===== src/rtl/mips_ctrl_pkg.sv =====
// Shared encodings for the MIPS control units: opcodes, ALU/mux selects,
// multi-cycle FSM states and the bundled control word.
package mips_ctrl_pkg;

  localparam logic [5:0] OP_RTYPE = 6'h00;
  localparam logic [5:0] OP_J     = 6'h02;
  localparam logic [5:0] OP_BEQ   = 6'h04;
  localparam logic [5:0] OP_ADDI  = 6'h08;
  localparam logic [5:0] OP_LW    = 6'h23;
  localparam logic [5:0] OP_SW    = 6'h2B;

  typedef enum logic [1:0] {
    ALU_ADD    = 2'b00,
    ALU_SUB    = 2'b01,
    ALU_R_TYPE = 2'b10
  } alu_op_e;

  typedef enum logic [1:0] {
    SRCB_REG     = 2'b00,
    SRCB_FOUR    = 2'b01,
    SRCB_IMM     = 2'b10,
    SRCB_IMM_SH2 = 2'b11
  } alu_src_b_e;

  typedef enum logic [1:0] {
    PCSRC_ALU    = 2'b00,
    PCSRC_ALUOUT = 2'b01,
    PCSRC_JUMP   = 2'b10
  } pc_source_e;

  typedef enum logic [3:0] {
    S_IDLE      = 4'd0,
    S_FETCH     = 4'd1,
    S_DECODE    = 4'd2,
    S_MEM_ADDR  = 4'd3,
    S_MEM_RD    = 4'd4,
    S_MEM_WB    = 4'd5,
    S_MEM_WR    = 4'd6,
    S_R_EXEC    = 4'd7,
    S_R_WB      = 4'd8,
    S_BEQ       = 4'd9,
    S_JMP       = 4'd10,
    S_ADDI_EXEC = 4'd11,
    S_ADDI_WB   = 4'd12,
    S_HALT      = 4'd13
  } state_e;

  typedef struct packed {
    logic       pc_write;
    logic       pc_write_cond;
    logic       iord;
    logic       mem_read;
    logic       mem_write;
    logic       ir_write;
    logic       mem_2_reg;
    logic       reg_dst;
    logic       reg_write;
    logic       alu_src_a;
    alu_src_b_e alu_src_b;
    alu_op_e    alu_op;
    pc_source_e pc_source;
    logic       halted;
  } ctrl_t;

endpackage


===== src/rtl/multicycle_ctrl.sv =====
// Multi-cycle MIPS control FSM with memory-ready stalls, illegal-opcode
// trapping and a retired-instruction counter.
module multicycle_ctrl
  import mips_ctrl_pkg::*;
#(
  parameter int unsigned CNT_W        = 32,
  parameter bit          ILLEGAL_HALT = 1'b1
) (
  input  logic             clk,
  input  logic             rst,
  input  logic [5:0]       opcode,
  input  logic             mem_ready,
  output logic             pc_write,
  output logic             pc_write_cond,
  output logic             iord,
  output logic             mem_read,
  output logic             mem_write,
  output logic             ir_write,
  output logic             mem_2_reg,
  output logic             reg_dst,
  output logic             reg_write,
  output logic             alu_src_a,
  output logic [1:0]       alu_src_b,
  output logic [1:0]       alu_op,
  output logic [1:0]       pc_source,
  output logic             illegal_op,
  output logic             halted,
  output logic [CNT_W-1:0] instr_retired,
  output logic [3:0]       state
);

  state_e           state_q, state_d;
  logic             illegal_op_q, illegal_op_d;
  logic [CNT_W-1:0] retired_q;
  logic             retire;
  ctrl_t            ctl;

  // NOTE: every variable written here gets a default first, so no path
  // through the case statement can leave one unassigned and infer a latch.
  always_comb begin
    state_d      = state_q;
    illegal_op_d = 1'b0;
    retire       = 1'b0;
    case (state_q)
      S_IDLE:   state_d = S_FETCH;
      S_FETCH:  if (mem_ready) state_d = S_DECODE;
      S_DECODE: begin
        case (opcode)
          OP_LW, OP_SW: state_d = S_MEM_ADDR;
          OP_RTYPE:     state_d = S_R_EXEC;
          OP_BEQ:       state_d = S_BEQ;
          OP_J:         state_d = S_JMP;
          OP_ADDI:      state_d = S_ADDI_EXEC;
          default: begin
            illegal_op_d = 1'b1;
            state_d      = ILLEGAL_HALT ? S_HALT : S_FETCH;
          end
        endcase
      end
      S_MEM_ADDR:  state_d = (opcode == OP_LW) ? S_MEM_RD : S_MEM_WR;
      S_MEM_RD:    if (mem_ready) state_d = S_MEM_WB;
      S_MEM_WR: begin
        if (mem_ready) begin
          state_d = S_FETCH;
          retire  = 1'b1;
        end
      end
      S_MEM_WB, S_R_WB, S_BEQ, S_JMP, S_ADDI_WB: begin
        state_d = S_FETCH;
        retire  = 1'b1;
      end
      S_R_EXEC:    state_d = S_R_WB;
      S_ADDI_EXEC: state_d = S_ADDI_WB;
      S_HALT:      state_d = S_HALT;
      default:     state_d = S_IDLE;
    endcase
  end

  // Decode is gated by rst so that no enable can pulse while reset is asserted.
  always_comb begin
    ctl = '0;
    if (!rst) begin
      case (state_q)
        S_FETCH: begin
          ctl.mem_read  = 1'b1;
          ctl.alu_src_b = SRCB_FOUR;
          ctl.ir_write  = mem_ready;
          ctl.pc_write  = mem_ready;
        end
        S_DECODE: ctl.alu_src_b = SRCB_IMM_SH2;
        S_MEM_ADDR, S_ADDI_EXEC: begin
          ctl.alu_src_a = 1'b1;
          ctl.alu_src_b = SRCB_IMM;
        end
        S_MEM_RD: begin
          ctl.mem_read = 1'b1;
          ctl.iord     = 1'b1;
        end
        S_MEM_WB: begin
          ctl.reg_write = 1'b1;
          ctl.mem_2_reg = 1'b1;
        end
        S_MEM_WR: begin
          ctl.mem_write = 1'b1;
          ctl.iord      = 1'b1;
        end
        S_R_EXEC: begin
          ctl.alu_src_a = 1'b1;
          ctl.alu_op    = ALU_R_TYPE;
        end
        S_R_WB: begin
          ctl.reg_write = 1'b1;
          ctl.reg_dst   = 1'b1;
        end
        S_BEQ: begin
          ctl.alu_src_a     = 1'b1;
          ctl.alu_op        = ALU_SUB;
          ctl.pc_write_cond = 1'b1;
          ctl.pc_source     = PCSRC_ALUOUT;
        end
        S_JMP: begin
          ctl.pc_write  = 1'b1;
          ctl.pc_source = PCSRC_JUMP;
        end
        S_ADDI_WB: ctl.reg_write = 1'b1;
        S_HALT:    ctl.halted    = 1'b1;
        default:   ctl = '0;
      endcase
    end
  end

  // NOTE: state registers use non-blocking assignments so every flop samples
  // the pre-edge values, independent of statement order.
  always_ff @(posedge clk or posedge rst) begin
    if (rst) begin
      state_q      <= S_IDLE;
      illegal_op_q <= 1'b0;
      retired_q    <= '0;
    end else begin
      state_q      <= state_d;
      illegal_op_q <= illegal_op_d;
      if (retire) retired_q <= retired_q + CNT_W'(1);
    end
  end

  assign pc_write      = ctl.pc_write;
  assign pc_write_cond = ctl.pc_write_cond;
  assign iord          = ctl.iord;
  assign mem_read      = ctl.mem_read;
  assign mem_write     = ctl.mem_write;
  assign ir_write      = ctl.ir_write;
  assign mem_2_reg     = ctl.mem_2_reg;
  assign reg_dst       = ctl.reg_dst;
  assign reg_write     = ctl.reg_write;
  assign alu_src_a     = ctl.alu_src_a;
  assign alu_src_b     = ctl.alu_src_b;
  assign alu_op        = ctl.alu_op;
  assign pc_source     = ctl.pc_source;
  assign halted        = ctl.halted;
  assign illegal_op    = illegal_op_q;
  assign instr_retired = retired_q;
  assign state         = state_q;

endmodule


===== config.mk =====
export PLATFORM = sky130hd
export DESIGN_NAME = multicycle_ctrl
export DESIGN_NICKNAME = d
export VERILOG_FILES = /design/src/rtl/mips_ctrl_pkg.sv /design/src/rtl/multicycle_ctrl.sv
export SDC_FILE = /design/constraint.sdc
export NUM_CORES = 1
export LEC_CHECK = 0
export ABC_AREA = 1
export BUFFER_PORTS_ARGS = -buffer_cell sky130_fd_sc_hd__buf_2
export CORE_UTILIZATION = 45
export CTS_CLUSTER_SIZE = 28
export DETAILED_ROUTE_END_ITERATION = 8
export HOLD_SLACK_MARGIN = 0.06
export PLACE_DENSITY_LB_ADDON = 0.08
export REMOVE_ABC_BUFFERS = 1
export SLEW_MARGIN = 40
export SYNTH_ARGS = -nofsm -noshare
export SYNTH_HDL_FRONTEND = slang
export SYNTH_SLANG_ARGS = --single-unit

===== constraint.sdc =====
create_clock -name clk -period 7.09 [get_ports clk]
set_clock_uncertainty 0.1 [all_clocks]
set_input_delay 1.7725 -clock clk [delete_from_list [all_inputs] [get_ports clk]]
set_output_delay 1.7725 -clock clk [all_outputs]
set_load 0.05 [all_outputs]

==> out/metrics.csv <==
metric,value,unit
Yosys cell types,23,
DIE HEIGHT,78.9,um
H-tree Lvls,2,
DRT Pass-1 Iters,4,
starting density of the core,0.475,
Final min period,4.67,ns
TritonCTS clock tree,done,
RSZ-0062 raised after global routing,no,
Inserted Diodes,0,
dpl hpwl,5110,um
"Area growth, synth to finish",16.4,%
# rows,27,
number of CTS-inserted buffers,5,
Top Ports,63,
Crit-path slowest cell,buf_2,
cell type with the largest total area after synthesis,dfrtp_1,
max cap viols,0,
Port Buffer Count,62,
GR Overflow Total,0,
placed cell areas,3010,um2
Tot GR Track Use,0.238,
final hold slack,0.431,ns
drt total wl,6850,um
largest stage delay on the critical path,0.28,ns
initial antenna violation count,0,
Die Width,78.9,um
post-synthesis instance area,2660,um2
post-cts repair resize count,0,
Core Region,5610,um2
R2R setup slack,4.82,ns
clk buf depth,2,
# DRC,0,
HP Class,reg -> reg,
Power Density,271,nW/um2
area share of the largest cell type after synthesis,0.348,
Clock transition at path regs,0.07,ns
Final ANT Viol Nets,0,
global placement routability congestion,0.935,
crit path DAT,2.80,ns
Yosys reg bits,37,
Final Hold Vio Count,0,
startpoint types,primary input,
worst endpoint required time,5.22,ns
Tightest Pin Transition,0.579,ns
design area,3100,um2
detailed-route via count,2869,
fmax,0.214,GHz
vias in the first global route,2520,
"top cells by area, synth","dfrtp_1 35%, nand2_1 25%, nor2_1 10%",
Final Cycle Share,0.659,
post-synthesis cell count,442,
CP bufs+invs,3,
status,finished clean,
Worst setup EP type,output pin,
first-pass GRT wire length,11600,um
Crit Path Category,in -> out,
Worst-Skew Late Latency,0.30,ns
critical path's top delay family,buffers and inverters,
die area,6230,um2
largest net degree at the start of global routing,50,
share of post-route cells with drive strength above 1,0.155,
cts hold-fix bufs,0,
VDD IR max,0.280,mV
Post-CTS Setup Bufs,0,
final core occ,0.553,
post-synthesis sequential area ratio,0.348,
final setup fails,0,
Avg Inst Size Synth,6.02,um2
final slew viol count,0,
CTS root buffer,clkbuf_8,
Max-slew headroom,0.614,
CTS sink count,37,
cells along the critical path,buf_2 -> inv_1 -> nand3_1 -> nor2_1 -> nor2_1 -> o21ai_0 -> buf_2,
initial DRC count,191,
leakage dissipation,1.68,nW
Nets,512,
vias per cell,4.99,
worst-path fanout max,13,
WL/cell,11.9,um
Yosys Warn Count,0,
==> worst register-to-register path, cell delays in order, from the launching register on <==
cell and delay, ns:
dfrtp_1 0.49, inv_2 0.08, nand2_1 0.15, nor2_1 0.10, nor2_4 0.38, nand3_4 0.51
o21ai_0 0.24, o21ai_0 0.11
==> stage by stage <==
| stage | power, mW | worst slack (ns) | cells | setup TNS [ns] |
|---|---|---|---|---|
| after global placement | 0.689 | 2.45 | 567 | 0 |
| after CTS | 0.847 | 2.41 | 575 | 0 |
| after floorplan | 0.588 | -0.300 | 432 | -0.300 |
| after detailed placement | 0.694 | 2.42 | 567 | 0 |
| final | 0.841 | 2.42 | 575 | 0 |
| after global routing | 0.898 | 2.32 | 575 | 0 |
==> placed cells by master (no fill, tap or decap), types with 2 or more instances in the layout <==
master    instances
xor2_1            7
nand4_1           6
nor2_2            3
nand3_1          40
nand3b_1          8
clkinv_2          2
clkbuf_8          5
dfrtp_1          37
nor2_1           73
o21ai_0           9
inv_1            52
nand2_1         179
nor3_1            4
inv_2             2
a21oi_1           7
buf_2            62
==> logic make-up (layout without fill, tap and decap cells) <==
group                    Yosys count  in the layout  synth area share
adder cells (fa/ha/maj)            1              1           0.00470
AO/OA/AOI/OAI                     17             17            0.0324
flip-flops                        37             37             0.348
AND/OR/NAND/NOR                  316            316             0.492
XOR/XNOR                           7              7            0.0230
buffers and inverters             64            125             0.100
==> synthesized netlist by cell type <==
cell        n
nor2_4      1
nor2_2      3
buf_2       3
nor3_1      4
nand3_1    40
nand3_2     1
o21ai_0     9
buf_6       1
ha_1        1
nand4_1     6
buf_4       4
o22ai_1     1
inv_2       2
xor2_1      7
buf_1       1
nand3b_1    8
and2_1      1
inv_1      52
a21oi_1     7
clkbuf_1    1
nand2_1   179
nor2_1     73
dfrtp_1    37
==> where the power goes <==
group / internal (mW) / total, mW / switching (mW) / leakage, nW
registers: 0.236 / 0.270 / 0.0334 / 0.506
logic: 0.0889 / 0.421 / 0.332 / 1.13
clock network: 0.0679 / 0.151 / 0.0827 / 0.0439
==> path summary, 6_finish.rpt <==
| kind | from | end | depth (start not counted) |
|---|---|---|---|
| max reg2reg | state[1]$_DFFE_PP0P_ | instr_retired[2]$_DFFE_PP0P_ | 7 |
| max | rst | alu_src_a | 7 |
| max in group asynchronous | rst | instr_retired[17]$_DFFE_PP0P_ | 3 |
| min reg2reg | instr_retired[0]$_DFFE_PP0P_ | instr_retired[0]$_DFFE_PP0P_ | 1 |
| min in group asynchronous | rst | state[3]$_DFFE_PP0P_ | 3 |
| min | instr_retired[0]$_DFFE_PP0P_ | instr_retired[0]$_DFFE_PP0P_ | 1 |
==> layer usage <==
layer | part of all wire | vias up | GRT usage
met5 | 0 | - | 0
met4 | 0.013 | 0 | 0.0673
met3 | 0.046 | 11 | 0.0402
met2 | 0.46 | 79 | 0.390
met1 | 0.48 | 1295 | 0.322
li1 | - | 1484 | -
==> sequential cells by signal, summed over array words and instances (netlist names) <==
name           cells
state              4
illegal_op         1
instr_retired     32
==> final cells by class <==
type                       instances  area (um2)
clock buffer                       5        68.8
clock inverter                     3        17.5
fill                             628        2510
inverter                          54         203
multi-input combinational        341        1480
sequential                        37         926
tap                               72        90.1
timing repair buffer              63         318
(Power assumes the default switching activity.)
